==> src/rtl/cw_sequencer.sv <==
// -----------------------------------------------------------------------------
// cw_sequencer
//
// Consuming end of the 33-bit control word for the multi-cycle CPU. Holds the
// instruction register, the 2-bit micro-state and the 5-bit status register
// that the instruction decoders read. It runs the fetch cycle on its own and,
// during execution, unpacks the decoder's control word into datapath strobes.
// Memory stalls hold all sequencing state; next_state decides whether the
// instruction continues or returns to fetch.
//
// Handshake: a RAM access is requested by ram_en and completes in the cycle
// mem_ready is high. While ram_en=1 and mem_ready=0 the request stays stable,
// no architectural state advances and the PC and register file are not
// written.
//
// Ports
//   clock      in   1  system clock, rising edge
//   reset      in   1  synchronous, active-high
//   data_bus   in  64  shared data bus, instruction taken from [31:0]
//   mem_ready  in   1  RAM access completes this cycle
//   cw_in      in  33  control word from the selected decoder
//   k_in       in  64  immediate constant from the selected decoder
//   status_in  in   5  ALU status flags
//   I          out 32  instruction register
//   state      out  2  micro-state fed to the decoders
//   status     out  5  status register
//   fetch      out  1  high while in the fetch phase (phase debug view)
//   alu_en, alu_bs, alu_fs, rf_b_en, rf_sa, rf_sb, rf_da, rf_w,
//   ram_en, ram_w, pc_en, pc_fs, pc_is, K      datapath strobes and constant
// -----------------------------------------------------------------------------
module cw_sequencer #(
    parameter logic [1:0] FETCH_PC_FS = 2'b01
) (
    input  logic        clock,
    input  logic        reset,
    input  logic [63:0] data_bus,
    input  logic        mem_ready,
    input  logic [32:0] cw_in,
    input  logic [63:0] k_in,
    input  logic [4:0]  status_in,
    output logic [31:0] I,
    output logic [1:0]  state,
    output logic [4:0]  status,
    output logic        fetch,
    output logic        alu_en,
    output logic        alu_bs,
    output logic [4:0]  alu_fs,
    output logic        rf_b_en,
    output logic [4:0]  rf_sa,
    output logic [4:0]  rf_sb,
    output logic [4:0]  rf_da,
    output logic        rf_w,
    output logic        ram_en,
    output logic        ram_w,
    output logic        pc_en,
    output logic [1:0]  pc_fs,
    output logic        pc_is,
    output logic [63:0] K
);

    typedef enum logic {
        PH_FETCH = 1'b0,
        PH_EXEC  = 1'b1
    } phase_t;

    phase_t      r_phase;
    logic [31:0] r_ir;
    logic [1:0]  r_state;
    logic [4:0]  r_status;

    phase_t      w_phase_next;
    logic [31:0] w_ir_next;
    logic [1:0]  w_state_next;
    logic [4:0]  w_status_next;

    // Control word fields
    logic        w_cw_alu_en;
    logic        w_cw_alu_bs;
    logic [4:0]  w_cw_alu_fs;
    logic        w_cw_rf_b_en;
    logic [4:0]  w_cw_rf_sa;
    logic [4:0]  w_cw_rf_sb;
    logic [4:0]  w_cw_rf_da;
    logic        w_cw_rf_w;
    logic        w_cw_ram_en;
    logic        w_cw_ram_w;
    logic        w_cw_pc_en;
    logic [1:0]  w_cw_pc_fs;
    logic        w_cw_pc_is;
    logic        w_cw_status_ld;
    logic [1:0]  w_cw_next_state;

    logic        w_stall;
    logic        w_unused;

    assign w_cw_alu_en     = cw_in[32];
    assign w_cw_alu_bs     = cw_in[31];
    assign w_cw_alu_fs     = cw_in[30:26];
    assign w_cw_rf_b_en    = cw_in[25];
    assign w_cw_rf_sa      = cw_in[24:20];
    assign w_cw_rf_sb      = cw_in[19:15];
    assign w_cw_rf_da      = cw_in[14:10];
    assign w_cw_rf_w       = cw_in[9];
    assign w_cw_ram_en     = cw_in[8];
    assign w_cw_ram_w      = cw_in[7];
    assign w_cw_pc_en      = cw_in[6];
    assign w_cw_pc_fs      = cw_in[5:4];
    assign w_cw_pc_is      = cw_in[3];
    assign w_cw_status_ld  = cw_in[2];
    assign w_cw_next_state = cw_in[1:0];

    // Only meaningful in EXEC; fetch stalls are handled in the FETCH branch.
    assign w_stall = w_cw_ram_en & ~mem_ready;

    // Upper half of the bus carries data, never instruction bits.
    assign w_unused = ^data_bus[63:32];

    assign I      = r_ir;
    assign state  = r_state;
    assign status = r_status;

    // ---------------------------------------------------------------- state reg
    always_ff @(posedge clock) begin
        if (reset) begin
            r_phase  <= PH_FETCH;
            r_ir     <= 32'd0;
            r_state  <= 2'b00;
            r_status <= 5'd0;
        end else begin
            r_phase  <= w_phase_next;
            r_ir     <= w_ir_next;
            r_state  <= w_state_next;
            r_status <= w_status_next;
        end
    end

    // --------------------------------------------------------------- next state
    always_comb begin
        w_phase_next  = r_phase;
        w_ir_next     = r_ir;
        w_state_next  = r_state;
        w_status_next = r_status;
        case (r_phase)
            PH_FETCH: begin
                if (mem_ready) begin
                    w_ir_next    = data_bus[31:0];
                    w_state_next = 2'b00;
                    w_phase_next = PH_EXEC;
                end
            end
            PH_EXEC: begin
                if (!w_stall) begin
                    if (w_cw_status_ld) begin
                        w_status_next = status_in;
                    end
                    if (w_cw_next_state == 2'b00) begin
                        w_phase_next = PH_FETCH;
                        w_state_next = 2'b00;
                    end else begin
                        w_state_next = w_cw_next_state;
                    end
                end
            end
            default: begin
                w_phase_next = PH_FETCH;
            end
        endcase
    end

    // ------------------------------------------------------------------ outputs
    always_comb begin
        fetch   = (r_phase == PH_FETCH);
        alu_en  = 1'b0;
        alu_bs  = 1'b0;
        alu_fs  = 5'd0;
        rf_b_en = 1'b0;
        rf_sa   = 5'd0;
        rf_sb   = 5'd0;
        rf_da   = 5'd0;
        rf_w    = 1'b0;
        ram_en  = 1'b0;
        ram_w   = 1'b0;
        pc_en   = 1'b0;
        pc_fs   = 2'b00;
        pc_is   = 1'b0;
        K       = 64'd0;
        if (r_phase == PH_FETCH) begin
            ram_en = 1'b1;
            alu_fs = 5'b11111;
            // PC advances only when the instruction actually arrives.
            pc_fs  = mem_ready ? FETCH_PC_FS : 2'b00;
        end else begin
            alu_en  = w_cw_alu_en;
            alu_bs  = w_cw_alu_bs;
            alu_fs  = w_cw_alu_fs;
            rf_b_en = w_cw_rf_b_en;
            rf_sa   = w_cw_rf_sa;
            rf_sb   = w_cw_rf_sb;
            rf_da   = w_cw_rf_da;
            rf_w    = w_cw_rf_w;
            ram_en  = w_cw_ram_en;
            ram_w   = w_cw_ram_w;
            pc_en   = w_cw_pc_en;
            pc_fs   = w_cw_pc_fs;
            pc_is   = w_cw_pc_is;
            K       = k_in;
            // Stalled: keep the memory request stable, suppress commits.
            if (w_stall) begin
                rf_w  = 1'b0;
                pc_fs = 2'b00;
            end
        end
        // No writes escape while reset is asserted, whatever the phase.
        if (reset) begin
            rf_w  = 1'b0;
            ram_w = 1'b0;
            pc_fs = 2'b00;
        end
    end

endmodule
==> config.mk <==
export PLATFORM = sky130hd
export DESIGN_NAME = cw_sequencer
export DESIGN_NICKNAME = d
export VERILOG_FILES = /design/src/rtl/cw_sequencer.sv
export SDC_FILE = /design/constraint.sdc
export NUM_CORES = 1
export LEC_CHECK = 0
export CORE_AREA = 2 2 119 121
export CTS_CLUSTER_SIZE = 30
export DETAILED_ROUTE_END_ITERATION = 8
export DIE_AREA = 0 0 121 123
export SYNTH_ARGS = -nofsm -noshare
export SYNTH_HDL_FRONTEND = slang
export SYNTH_SLANG_ARGS = --single-unit
==> constraint.sdc <==
create_clock -name clock -period 1.36 [get_ports clock]
set_clock_uncertainty 0.15 [all_clocks]
set_input_delay 0.204 -clock clock [delete_from_list [all_inputs] [get_ports clock]]
set_output_delay 0.204 -clock clock [all_outputs]
set_load 0.05 [all_outputs]
==> results <==
## layer usage
metal	vias up	share of wire, %
met4	0	1.4
li1	1486	-
met3	12	9.2
met2	152	59
met5	-	0
met1	1440	31
## final timing paths
check | start | to | cells after the start
worst max-delay path | r_phase | pc_fs[0] | 4
worst min-delay path | reset | state[0] | 3
worst min register to register | I[28] | I[28] | 2
worst max register to register | r_phase | I[23] | 8
## timing repair
| action | 4_1_cts | 5_1_grt |
|---|---|---|
| setup endpoints to repair | 129 | 135 |
| resized for setup | 38 | 124 |
| pin swaps | 7 | 63 |
| setup buffers | 13 | 7 |
| gates cloned | 9 | 6 |
| hold buffers | 0 | 0 |
## Yosys cell counts (all sizes together)
cell type,n
a211oi,1
nand3,4
buf,10
nor3b,3
nor4b,1
nor2b,1
dfxtp,40
mux2i,5
a221oi,1
nand2,65
and2,84
inv,3
clkbuf,13
a21oi,34
nand2b,18
and3,1
## stage by stage
stage          std cells  hold slack (ns)  area, sq um  setup TNS, ns
4_1_cts              753            0.145         7270         -31.07
5_1_grt              763            0.143         7840         -41.28
6_report             763            0.137         7840         -34.26
3_5_place_dp         725            0.335         6640         -13.39
2_1_floorplan        284            0.190         2370         -0.712
3_3_place_gp         725            0.329         6640         -10.85
## worst max-delay path, delay by kind of cell (launching register included)
family | cells | cell delay [ns]
DFF | 1 | 0.42
buffers and inverters | 2 | 0.31
AOI/OAI and AO/OA | 1 | 0.27
and+or+nand+nor | 1 | 0.06
## power breakdown
| part | total (mW) | internal, mW | switching [mW] |
|---|---|---|---|
| Clock | 1.37 | 0.893 | 0.475 |
| Sequential | 1.32 | 1.24 | 0.0823 |
| Combinational | 3.15 | 1.70 | 1.45 |
## state kept, by name (all words and copies together), names as in the netlist
name     flops
I           32
r_phase      1
state        2
status       5
## area by class of cell
class / instances / area [sq um] / area share, %
Clock buffer: 8 / 178 / 2.27
Tap cell: 180 / 225 / 2.87
Inverter: 3 / 15.0 / 0.191
Antenna cell: 2 / 5.00 / 0.0638
Timing Repair Buffer: 312 / 4710 / 60.1
Sequential cell: 40 / 805 / 10.3
Multi-Input combinational cell: 218 / 1900 / 24.3
## cells in the final DEF, fill, tap and decap left out, types with 2 or more instances in the layout
| cell type | synthesis | routed |
|---|---|---|
| buf_12 | 0 | 139 |
| clkdlybuf4s50_1 | 0 | 134 |
| and2_4 | 0 | 74 |
| dfxtp_1 | 40 | 39 |
| a21oi_2 | 0 | 32 |
| nand2_4 | 0 | 28 |
| nand2_1 | 65 | 26 |
| buf_6 | 0 | 16 |
| nand2_2 | 0 | 11 |
| clkbuf_16 | 0 | 11 |
| and2_2 | 0 | 10 |
| nand2b_1 | 17 | 10 |
| nand2b_4 | 1 | 8 |
| buf_16 | 0 | 6 |
| buf_4 | 3 | 6 |
| mux2i_1 | 5 | 5 |
| nand3_2 | 0 | 4 |
| buf_8 | 0 | 4 |
| nor3b_4 | 0 | 3 |
| diode_2 | 0 | 2 |
| inv_1 | 3 | 2 |
| a21oi_1 | 34 | 2 |
| clkbuf_8 | 0 | 2 |
## logic make-up (layout without fill, tap and decap cells)
kind of cell,Yosys count,count (layout)
mux,5,5
flops,40,40
compound gates,36,36
other cells,0,2
buf+inv,26,323
simple gates,177,177
==> summary.md <==
The flow ran to the end, but the final reports show violations. The final reports fail on negative setup slack. The y dimension of the die was 123 microns. Setup repair after global routing could not meet its margin everywhere.

Entering global routing, the biggest net connects 33 pins. For met3 alone, demand over resource in global routing was 5.58%. Counting along the longest clock path gives a buffer depth of 2. The synthesized area per cell was 7.43 sq um. The relative slew slack is 84.9%.

The synthesized netlist devotes 0% of its cell area to adder and majority cells. Yosys mapped the design onto 19 distinct sky130hd cell types. After clock tree synthesis, the clock-pin slew on the worst setup and hold paths is 0.06 ns. TritonCTS built the clock tree. In this run the standard cell core region covers 13600 sq um. The proportion of layout cells with a drive suffix above 1 was 62.3%; the total design power was 5.84 mW. The standby leakage power is 3.26 nW. The DRC violation count after routing is 0.

The number of register bits inferred by synthesis was 40. For flop-to-flop paths, the worst setup slack is -0.30 ns. The cell area that synthesis handed to floorplanning was 2110 sq um. Counting every instance in the synthesized netlist gives 284. Data on the critical path is required at its endpoint by 1.01 ns. Buffers inserted during clock tree synthesis total 5.

The worst setup path is launched from a flip-flop. The H-tree generated during clock tree synthesis spans 2 levels. In this run the remaining antenna-violating nets after routing total 0. The logs give 3090 for the via count and 40 for the CTS sink count. For the total wirelength of the detailed-routed design, the log shows 13700 microns. The logs give 3155 for the via count of the first global-routing pass and 43 for the number of rows created at floorplan. The final period demand of the worst path was 1.68 ns; the ratio of final minimum period to clock period was 124%. Before antenna repair, the detailed router went through 3 iterations. For this run, the slowest stage of the critical path takes 0.42 ns.

The via count normalized by instance count came out at 4.05. At the worst endpoint, the arrival time is 1.33 ns. After detailed routing, the average wire length per cell comes to 17.9 microns. For this run the aggregate overflow at the end of global routing stands at 0. The worst-skew pair later-pin latency was 0.27 ns; the final max-slew violation count was 0. The synthesized netlist devotes 0% of its cell area to XOR and XNOR gates.

Summing the sequential cell areas from Yosys gives 38.0% of the chip area. The tools report the filler cell count in the final layout as 1089. The worst setup path is of the flip-flop to primary output kind. STA classifies the critical path endpoint as a primary output.

The worst-case IR drop observed on VDD is 0.610 mV. The run gives 453 as the net count of the mapped netlist. The run gives 18300 microns as the global-route wire length before repair. The largest individual stage delay along the critical path comes from the cell dfxtp_4. The post-synthesis to final-layout area growth came out at 272%. The power density over the cells works out to 744 nW/um^2.

The number of antenna violations at the first check in global routing was 2. The detailed placement HPWL was 9680 microns; the utilization of the core after routing was 57.6%. The peak-usage layer in the global routing report was met2. The tool flagged a number of max-cap violations equal to 0. Setup violations remaining at the end of the flow were counted as 132. Of the post-synthesis cell area, the dominant cell type holds 38.0%. Number of failing hold endpoints at the final stage: 0. After synthesis, the largest family of logic cells by area is simple AND/OR/NAND/NOR gates. CTS placed an instance of clkbuf_16 at the clock tree root. The area fraction in compound gates after synthesis came out at 8.84%.

Yosys attributes the largest share of cell area to dfxtp_1, and2_1, nand2_1. Of all cell types, the one taking the most synthesized area is dfxtp_1. The first-iteration detailed-routing DRC count was 70; the number of primary I/O pins was 303.

The count of synthesis-stage warnings from yosys was 0; the worst setup slack after layout was -0.324 ns. Post-synthesis simple-gate area fraction: 45.2%. The global routing usage on met2 was 32.9%; the met1 demand-to-capacity share in global routing was 15.5%.

Along the worst path, the maximum fanout reaches 6. OpenSTA, run right after detailed placement, puts the worst setup slack at -0.436 ns. Transition time of the tightest slew-check pin: 0.227 ns.

Class of the worst hold path: input port to flip-flop. The starting density of the core is 15.5%. The area enclosed by the die boundary is 14900 sq um, and the total routing usage reported by global routing is 16.3%. The signal on the critical path passes through buf_6 -> nand2b_4 -> a221oi_4 -> buf_12. The number of port buffers works out to 270. Routability-driven placement finished with a final weighted congestion of 0.783.

The floorplan step set the die width to 121 microns. The portion of synthesized area spent on multiplexers is 2.37%. At the end of the flow, the number of nets in the layout was 749. The maximum clock frequency was 594 MHz.
Power figures use the tool's default switching activity.
